### config.mk
export PLATFORM = sky130hd
export DESIGN_NAME = control_sequencer
export DESIGN_NICKNAME = d
export VERILOG_FILES = /design/src/rtl/control_sequencer.sv
export SDC_FILE = /design/constraint.sdc
export NUM_CORES = 1
export LEC_CHECK = 0
export CORE_AREA = 5 5 42 44
export CTS_CLUSTER_DIAMETER = 120
export DETAILED_ROUTE_END_ITERATION = 10
export DIE_AREA = 0 0 47 49
export GPL_TIMING_DRIVEN = 0
export PLACE_DENSITY = 0.63
export SLEW_MARGIN = 20
export SYNTH_ARGS = -nofsm -noshare
export SYNTH_HDL_FRONTEND = slang
export SYNTH_SLANG_ARGS = --single-unit
### constraint.sdc
create_clock -name clk -period 1.4 [get_ports clk]
set_clock_uncertainty 0.2 [all_clocks]
set_input_delay 0.14 -clock clk [delete_from_list [all_inputs] [get_ports clk]]
set_output_delay 0.14 -clock clk [all_outputs]
set_load 0.1 [all_outputs]
### src/rtl/control_sequencer.sv
// Instruction-cycle sequencer for the RichieJr core: a fixed six-state T-cycle
// (three fetch, three execute) that decodes the opcode into one control word per state.
module control_sequencer #(
  parameter int             OP_W   = 4,
  parameter logic [OP_W-1:0] OP_LDA = 4'h0,
  parameter logic [OP_W-1:0] OP_ADD = 4'h1,
  parameter logic [OP_W-1:0] OP_SUB = 4'h2,
  parameter logic [OP_W-1:0] OP_OUT = 4'hE,
  parameter logic [OP_W-1:0] OP_HLT = 4'hF
) (
  input  logic            clk,
  input  logic            res,
  input  logic            run,
  input  logic [OP_W-1:0] opcode,
  output logic [2:0]      tstate,
  output logic            halt,
  output logic            pc_en,
  output logic            pc_oe,
  output logic            mar_ld,
  output logic            ram_oe,
  output logic            ir_ld,
  output logic            ir_oe,
  output logic            a_ld,
  output logic            a_oe,
  output logic            b_ld,
  output logic            alu_oe,
  output logic            alu_sub,
  output logic            out_ld
);

  typedef enum logic [2:0] {
    T0 = 3'd0,
    T1 = 3'd1,
    T2 = 3'd2,
    T3 = 3'd3,
    T4 = 3'd4,
    T5 = 3'd5
  } tstate_e;

  tstate_e state, state_next;
  logic    halted, halted_next;

  always_ff @(posedge clk or negedge res) begin
    if (!res) begin
      state  <= T0;
      halted <= 1'b0;
    end else begin
      state  <= state_next;
      halted <= halted_next;
    end
  end

  // HLT is taken on the edge ending T3; once halted the sequencer is frozen at T0.
  always_comb begin
    state_next  = state;
    halted_next = halted;
    if (run && !halted) begin
      unique case (state)
        T0:      state_next = T1;
        T1:      state_next = T2;
        T2:      state_next = T3;
        T3: begin
          if (opcode == OP_HLT) begin
            state_next  = T0;
            halted_next = 1'b1;
          end else begin
            state_next = T4;
          end
        end
        T4:      state_next = T5;
        T5:      state_next = T0;
        default: state_next = T0;
      endcase
    end
  end

  always_comb begin
    pc_en   = 1'b0;
    pc_oe   = 1'b0;
    mar_ld  = 1'b0;
    ram_oe  = 1'b0;
    ir_ld   = 1'b0;
    ir_oe   = 1'b0;
    a_ld    = 1'b0;
    a_oe    = 1'b0;
    b_ld    = 1'b0;
    alu_oe  = 1'b0;
    alu_sub = 1'b0;
    out_ld  = 1'b0;
    if (res && run && !halted) begin
      unique case (state)
        T0: begin
          pc_oe  = 1'b1;
          mar_ld = 1'b1;
        end
        T1: pc_en = 1'b1;
        T2: begin
          ram_oe = 1'b1;
          ir_ld  = 1'b1;
        end
        T3: begin
          if (opcode == OP_LDA || opcode == OP_ADD || opcode == OP_SUB) begin
            ir_oe  = 1'b1;
            mar_ld = 1'b1;
          end else if (opcode == OP_OUT) begin
            a_oe   = 1'b1;
            out_ld = 1'b1;
          end
        end
        T4: begin
          if (opcode == OP_LDA) begin
            ram_oe = 1'b1;
            a_ld   = 1'b1;
          end else if (opcode == OP_ADD || opcode == OP_SUB) begin
            ram_oe = 1'b1;
            b_ld   = 1'b1;
          end
        end
        T5: begin
          if (opcode == OP_ADD || opcode == OP_SUB) begin
            alu_oe  = 1'b1;
            a_ld    = 1'b1;
            alu_sub = (opcode == OP_SUB);
          end
        end
        default: ;
      endcase
    end
  end

  assign tstate = state;
  assign halt   = halted;

endmodule

After elaboration in Yosys (flattened, before gate mapping)

Cells that the tools add are included.

Muxes and demuxes: 32
Reduce and logical (&&, ||, !) cells: 10
Equality and inequality tests: 9

Operators by type and width:

| operator                                                               | number |
|---|---|
| 1-bit 2-to-1 mux                                                       | 27 |
| 3-bit one-hot mux with 5 select lines                                  | 1 |
| 4-bit equality test (second input constant)                            | 2 |
| 3-bit by 2-bit equality test with 1-bit output (second input constant) | 2 |
| 3-bit equality test (second input constant)                            | 2 |
| 1-bit one-hot mux with 2 select lines                                  | 3 |
| 4-bit by 1-bit equality test with 1-bit output (second input constant) | 1 |
| 4-bit by 2-bit equality test with 1-bit output (second input constant) | 1 |
| 4-bit zero test                                                        | 1 |
| 3-bit by 1-bit equality test with 1-bit output (second input constant) | 1 |
| 1-bit logical AND                                                      | 3 |
| 3-bit zero test                                                        | 1 |
| 1-bit logical OR                                                       | 3 |
| 3-bit 2-to-1 mux                                                       | 1 |
| 3-bit AND reduction                                                    | 1 |
| 1-bit zero test                                                        | 1 |

Output and inout port bits: 16
Input bits: 7
Flip-flop bits (word level): 4
Word-level logic and storage cells: 53

Logic depth before layout (Yosys ltp)

Gate-level depths: netlist (run 1).

Depth after elaboration: 6
Depth in mapped cells: 4
Gate-level depth less buffers: 3

Worst setup path before layout (run 1)

No wires, ideal clock.

Path type: register to output
Start point: register state[2] (netlist: tstate[2])
End point: output ram_oe
Slack: -3375 ps
Data required time: 1060 ps
Arrival time: 4435 ps
Stages on the path, launching flop included: 4
Path buffers: 0
Path through: dfrtp_1 -> nor2b_1 -> a21oi_1 -> nor4b_1

Cells in the longest elaborated chain, start to end: 3
Elaborated cells between the ends (all ways): 4
Classes of those cells: 2 x eq/ne; 2 x mux

Ends and longest elaborated chain:

| item                                                                                  | line | RTL |
|---|---|---|
| start: declaration                                                                    | 40   | `tstate_e state, state_next;` |
| start signal: assignment                                                              | 48   | `state <= state_next;` |
| 3-bit equality test or 3-bit by 2-bit equality test with 1-bit output (tied branches) | 91   | `unique case (state)` |
| 1-bit one-hot mux with 2 select lines *                                               | 91   |  |
| 1-bit 2-to-1 mux *                                                                    | 90   | `if (res && run && !halted) begin` |
| end: declaration                                                                      | 20   | `output logic ram_oe,` |

Every way passes the cells marked *; elsewhere a longest branch is shown, timed or not.

Worst setup path after layout (run 1)

Ends and elaborated chain as after synthesis.

==> results of run 1 <==
## how the worst max path moves through the flow
stage               slack (ps)      to                  start
CTS                       -750  alu_oe       halt$_DFFE_PN0P_
global placement         -1720  alu_oe                    res
finish                    -750  ram_oe  tstate[2]$_DFFE_PN0P_
floorplan                -1130  out_ld       halt$_DFFE_PN0P_
global route              -810  out_ld       halt$_DFFE_PN0P_
detailed placement       -1730  alu_oe                    res
## per-stage QoR
| step | cell area (sq um) | TNS [ps] |
|---|---|---|
| 3_5_place_dp | 794.5 | -21030 |
| 2_1_floorplan | 554.3 | -11140 |
| 6_report | 1104 | -8121 |
| 5_1_grt | 1104 | -9153 |
| 3_3_place_gp | 794.5 | -20960 |
| 4_1_cts | 1007 | -8032 |
## worst min-delay path: cells and delay by family
family                 cells  cell delay [ps]
AO/OA/AOI/OAI              1               90
buffers and inverters      1              280
AND/OR/NAND/NOR            1              140
## registers in the layout, indices dropped and copies added, names as in the netlist
signal / cells
tstate: 3
halt: 1
## routing by layer
layer / global-route usage / routed length (um) / part of all wire / vias up
li1: - / - / - / 252
met1: 0.1752 / 588 / 0.35 / 249
met2: 0.2647 / 940 / 0.56 / 23
met3: 0.02583 / 77 / 0.046 / 6
met4: 0.05991 / 80 / 0.047 / 0
met5: 0 / 0 / 0 / -
## cells in the final DEF (no fill, tap or decap), drive strengths merged, types with 2 or more instances in the layout
cell / synthesis / layout
clkbuf: 2 / 5
nor3: 5 / 5
nand3: 2 / 2
clkdlybuf4s50: 0 / 2
a211oi: 2 / 2
buf: 1 / 28
nor2: 4 / 4
a21oi: 2 / 2
dlygate4sd2: 0 / 4
dfrtp: 4 / 4
nand2: 3 / 3
nor3b: 2 / 2
nor2b: 2 / 2
nand2b: 3 / 3
nand4: 2 / 2
o21a: 2 / 2
## cell families (layout without fill, tap and decap cells)
group / after synthesis / count (layout) / share of synthesized area
AND/OR/NAND/NOR: 28 / 28 / 0.4343
AO/OA/AOI/OAI: 11 / 11 / 0.2087
flip-flops: 4 / 4 / 0.2694
buffers and inverters: 3 / 40 / 0.04042
XOR/XNOR: 2 / 2 / 0.04715
## power by group
group          switching (uW)  internal (uW)
Clock                    40.3           95.4
Combinational            1130            702
Sequential               93.4            207
## area by class of cell
type | count | area share
Timing Repair Buffer | 34 | 0.4172
Sequential cell | 4 | 0.1043
Tap cell | 16 | 0.01814
Clock buffer | 3 | 0.02041
Multi-Input combinational cell | 41 | 0.3957
Buffer | 3 | 0.04422
## timing repair
item                       4_1_cts  5_1_grt
resized for setup              139       16
hold buffers                     1        0
cloned                           0        0
setup buffers                    5        8
pin swaps                       11        9
setup endpoints to repair       16       18
hold endpoints to repair         4        0
==> results.toml, run 1 <==
[status]
outcome = "complete, but fails checks"
violations = "setup timing"

[global_routing]
antenna_found_initial = 0
grt_max_degree = 11
grt_overflow = 0
grt_usage = 0.1525
grt_pass1_wl_um = 2546
grt_pass1_vias = 505

[floorplanning]
die_h_um = 49
die_x_um = 47
start_util = 0.2652
io_pins = 23
rows = 14
core_sq_um = 1401
dieArea_sq_um = 2303

[layout]
final-seq-area_sq_um = 115.1
drive_gt1_frac = 0.6941
antennaDiodeCount = 0
syn_to_final_growth_pct = 197.0
fin_nets = 94
multi_input_area_sq_um = 436.7
stdcell_count = 101
fill_cells = 98
utilization = 0.7875

[timing]
final-setup-viol-count = 17
drv_slew = 0
rsz0062_at_grt = "true"
min_period_ps = 2147
max_clock_freq_mhz = 465.7
period_share = 1.534
maxSlewHeadroom = 0.6855
final-hold-violation-count = 0
whs_ps = 256.0
tightest_slew_ps = 468.3
setup_ws_ps = -747.3

[clock_tree]
path_clk_slew_ps = 40
numClockSinks = 4
cts-root-buf = "clkbuf_4"
clock_latency_ps = 230
clock_path_buffers = 2
cts_tree = "built"
cts_buffers = 3
htreeDepth = 1

[power_and_ir_drop]
ir_worst_vdd_v = 0.001481
finalPower_uw = 2266
leakage_uw = 0.0004438
power_density_nw_per_um2 = 2053

[setup_path]
crit_type = "register to output port"
path_delay_family = "buffers and inverters"
reg2reg_to = "halt$_DFFE_PN0P_"
cp-start-kind = "register"
cp.arrival_ps = 1810
critPathSlowestCell = "dfrtp_4"
max_stage_delay_ps = 500
worst-path-max-fanout = 4
critical_path_required_ps = 1060
rr_worst_depth = 6
path_buf_inv = 3
cp.depth = 6
r2r_start = "halt$_DFFE_PN0P_"
critPathMostFrequentCell = "buf_6"
path_cells = "buf_6, buf_6, and2b_1, a21oi_2, nor4b_4, buf_6"
critPathCaptureType = "output port"
reg2reg_slack_ps = -140

[detailed_routing]
wirelength_um = 1687
via_per_inst = 5.248
via_count = 530
drc_errors = 0
drtIter0Drc = 3
drt-pass1-iter-count = 2
wl_per_cell_um = 16.70
detail-route-antenna-nets = 0

[yosys]
ys_seq_area_frac = 0.2694
synth_edf_count = 0
synthArstFlopShare = 1.000
yosysMostFrequentCell = "nor3_1"
syn_inst = 48
synth_common_cells = "5 x nor3_1, 4 x dfrtp_1, 4 x nor2_1"
yosysTopAreaCellShare = 0.2694
postSynthAreaPerCell_sq_um = 7.742
synth_cell_types = 26
syn_area_sq_um = 371.6
synth.area.top_cells = "dfrtp_1 27%, nor3_1 6.7%, nand2b_1 5.1%, a211oi_1 4.0%, nor2_1 4.0%"
yosysWarnings = 0
synthFlopType = "dfrtp_1"
ys_ff_latch = 4
yosysTopAreaCell = "dfrtp_1"
syn_nets = 55

[job]
maxCapViolations = 0

[worst_hold_path]
min_path_cells = 3
holdPathEnd = "halt$_DFFE_PN0P_"
hp-start = "opcode[3]"
worst_hold_path_type = "input pin to register"

[placement]
dp_hpwl_um = 1058
dp.cells = 86
place_ws_ps = -1735
gp_congestion = 0.7431
portBuffers = 22
(Power assumes the default switching activity.)
==> inputs of run 2 (changes only) <==
--- a/config.mk
+++ b/config.mk
@@ -11,6 +11,7 @@
 export DIE_AREA = 0 0 47 49
 export GPL_TIMING_DRIVEN = 0
 export PLACE_DENSITY = 0.63
+export SKIP_LAST_GASP = 1
 export SLEW_MARGIN = 20
 export SYNTH_ARGS = -nofsm -noshare
 export SYNTH_HDL_FRONTEND = slang
==> results.toml, run 2 (same netlist as run 1, synthesis figures left out) <==
[status]
outcome = "complete, but fails checks"
violations = "setup timing"

[worst_hold_path]
worst_hold_path_type = "input pin to register"

[floorplanning]
dieArea_sq_um = 2303
rows = 14
core_sq_um = 1401
die_x_um = 47
io_pins = 23
start_util = 0.2652
die_h_um = 49

[setup_path]
path_cells = "buf_6, buf_6, and2b_1, a21oi_2, nor4b_4, buf_6"
cp.arrival_ps = 1800
worst-path-max-fanout = 5
cp-start-kind = "register"
path_buf_inv = 3
critPathSlowestCell = "dfrtp_4"
critPathCaptureType = "output port"
critPathMostFrequentCell = "buf_6"
max_stage_delay_ps = 500
path_delay_family = "buffers and inverters"
critical_path_required_ps = 1060
crit_type = "register to output port"

[global_routing]
grt_pass1_vias = 508
antenna_found_initial = 0
grt_overflow = 0
grt_usage = 0.1469
grt_max_degree = 11
grt_pass1_wl_um = 2484

[power_and_ir_drop]
ir_worst_vdd_v = 0.001462
intPower_uw = 970.0
comb_power_share = 0.802
power_density_nw_per_um2 = 2030
switching_power_uw = 1230
leakage_uw = 0.0004331
p_sw_frac = 0.5591
seqPwrFrac = 0.137
p_clk_frac = 0.061

[timing]
final-hold-violation-count = 0
period_share = 1.528
final-setup-viol-count = 15
tightest_slew_ps = 470.8
min_period_ps = 2140
fin_setup_tns_ps = -7860
maxSlewHeadroom = 0.6839
max_clock_freq_mhz = 467.3
setup_ws_ps = -739.9
drv_slew = 0
rsz0062_at_grt = "true"
whs_ps = 261.0

[layout]
final_common_cell = "buf_12"
stdcell_count = 99
layout_common_cells = "14 x buf_12, 7 x buf_6, 5 x nor3_4"
syn_to_final_growth_pct = 191.6
antennaDiodeCount = 0
largest_reg_flops = 3
drive_gt1_frac = 0.6867
fin_nets = 92

[detailed_routing]
drtIter0Drc = 2
drt-pass1-iter-count = 2
drc_errors = 0
routedLengthMet1_um = 561
wirelength_um = 1562
via_per_inst = 5.182
met2_length_um = 901
top_layer = "met4"
wl_per_cell_um = 15.78
detail-route-antenna-nets = 0
dr_wl_met3_um = 77
via_count = 513

[clock_tree]
cts_buffers = 3
htreeDepth = 1
clock_path_buffers = 2
path_clk_slew_ps = 40
clock_latency_ps = 230
cts-root-buf = "clkbuf_4"
numClockSinks = 4
cts_tree = "built"

[job]
maxCapViolations = 0

[placement]
dp_hpwl_um = 1058
dp.cells = 86
gp_congestion = 0.7431
portBuffers = 22
[run 2: cell types whose count changed in the layout (fill, tap and decap cells not counted)]
| cell | before | now |
|---|---|---|
| nand3_2 | 1 | 0 |
| buf_6 | 8 | 7 |
| buf_4 | 5 | 4 |
| nand3_1 | 1 | 2 |
| o21ai_1 | 1 | 0 |
| o21ai_2 | 0 | 1 |
[run 2: what timing repair did]
action | 4_1_cts | 5_1_grt
hold buffers | 1 | 0
endpoints found under the setup margin | 16 | 18
buffers inserted | 5 | 6
gates resized for setup | 136 | 18
pin swaps | 8 | 10
endpoints found under the hold margin | 4 | 0
[run 2: metal layers]
metal,vias up,track usage
met1,247,0.1685
met2,17,0.2534
li1,247,-
met3,2,0.02583
met5,-,0
met4,0,0.05991
[run 2: through the flow]
step / util / total power [uW] / worst slack [ps] / cell area (sq um)
6_report: 0.7732 / 2200 / -739.9 / 1084
5_1_grt: 0.7732 / 2306 / -796.1 / 1084
4_1_cts: 0.7089 / 2021 / -752.0 / 993.5
3_5_place_dp: 0.5670 / 1703 / -1735 / 794.5
3_3_place_gp: 0.5670 / 1685 / -1725 / 794.5
2_1_floorplan: - / 1416 / -1133 / 554.3
[run 2: worst min-delay path, cell delays in order]
cell and delay [ps]:
dlygate4sd2_1 270, nand4_1 140, o21bai_1 90
[run 2: area by class of cell]
class,instances,area (sq um)
repair buffers,32,441.7
multi-input cells,41,435.4
fillers,96,317.8
flip-flops and latches,4,115.1
plain buffers,3,48.80
clock buffers,3,22.52
well taps,16,20.02
[run 2: final timing paths]
path	start	endpoint	slack (ps)	depth (start not counted)
worst min register to register	halt$_DFFE_PN0P_	halt$_DFFE_PN0P_	380	1
min in group asynchronous	res	halt$_DFFE_PN0P_	480	2
worst max register to register	halt$_DFFE_PN0P_	tstate[2]$_DFFE_PN0P_	-80	4
worst min-delay path	opcode[3]	halt$_DFFE_PN0P_	260	3
max in group asynchronous	res	tstate[1]$_DFFE_PN0P_	320	2
worst max-delay path	tstate[2]$_DFFE_PN0P_	ram_oe	-740	6
[run 2: power by group through the flow]
stage | Combinational (uW) | Clock (uW) | Sequential (uW)
6_report | 1770 | 133 | 301
3_5_place_dp | 1390 | 0 | 312
5_1_grt | 1840 | 152 | 316
2_1_floorplan | 726 | 0 | 690
4_1_cts | 1580 | 142 | 298
3_3_place_gp | 1380 | 0 | 309
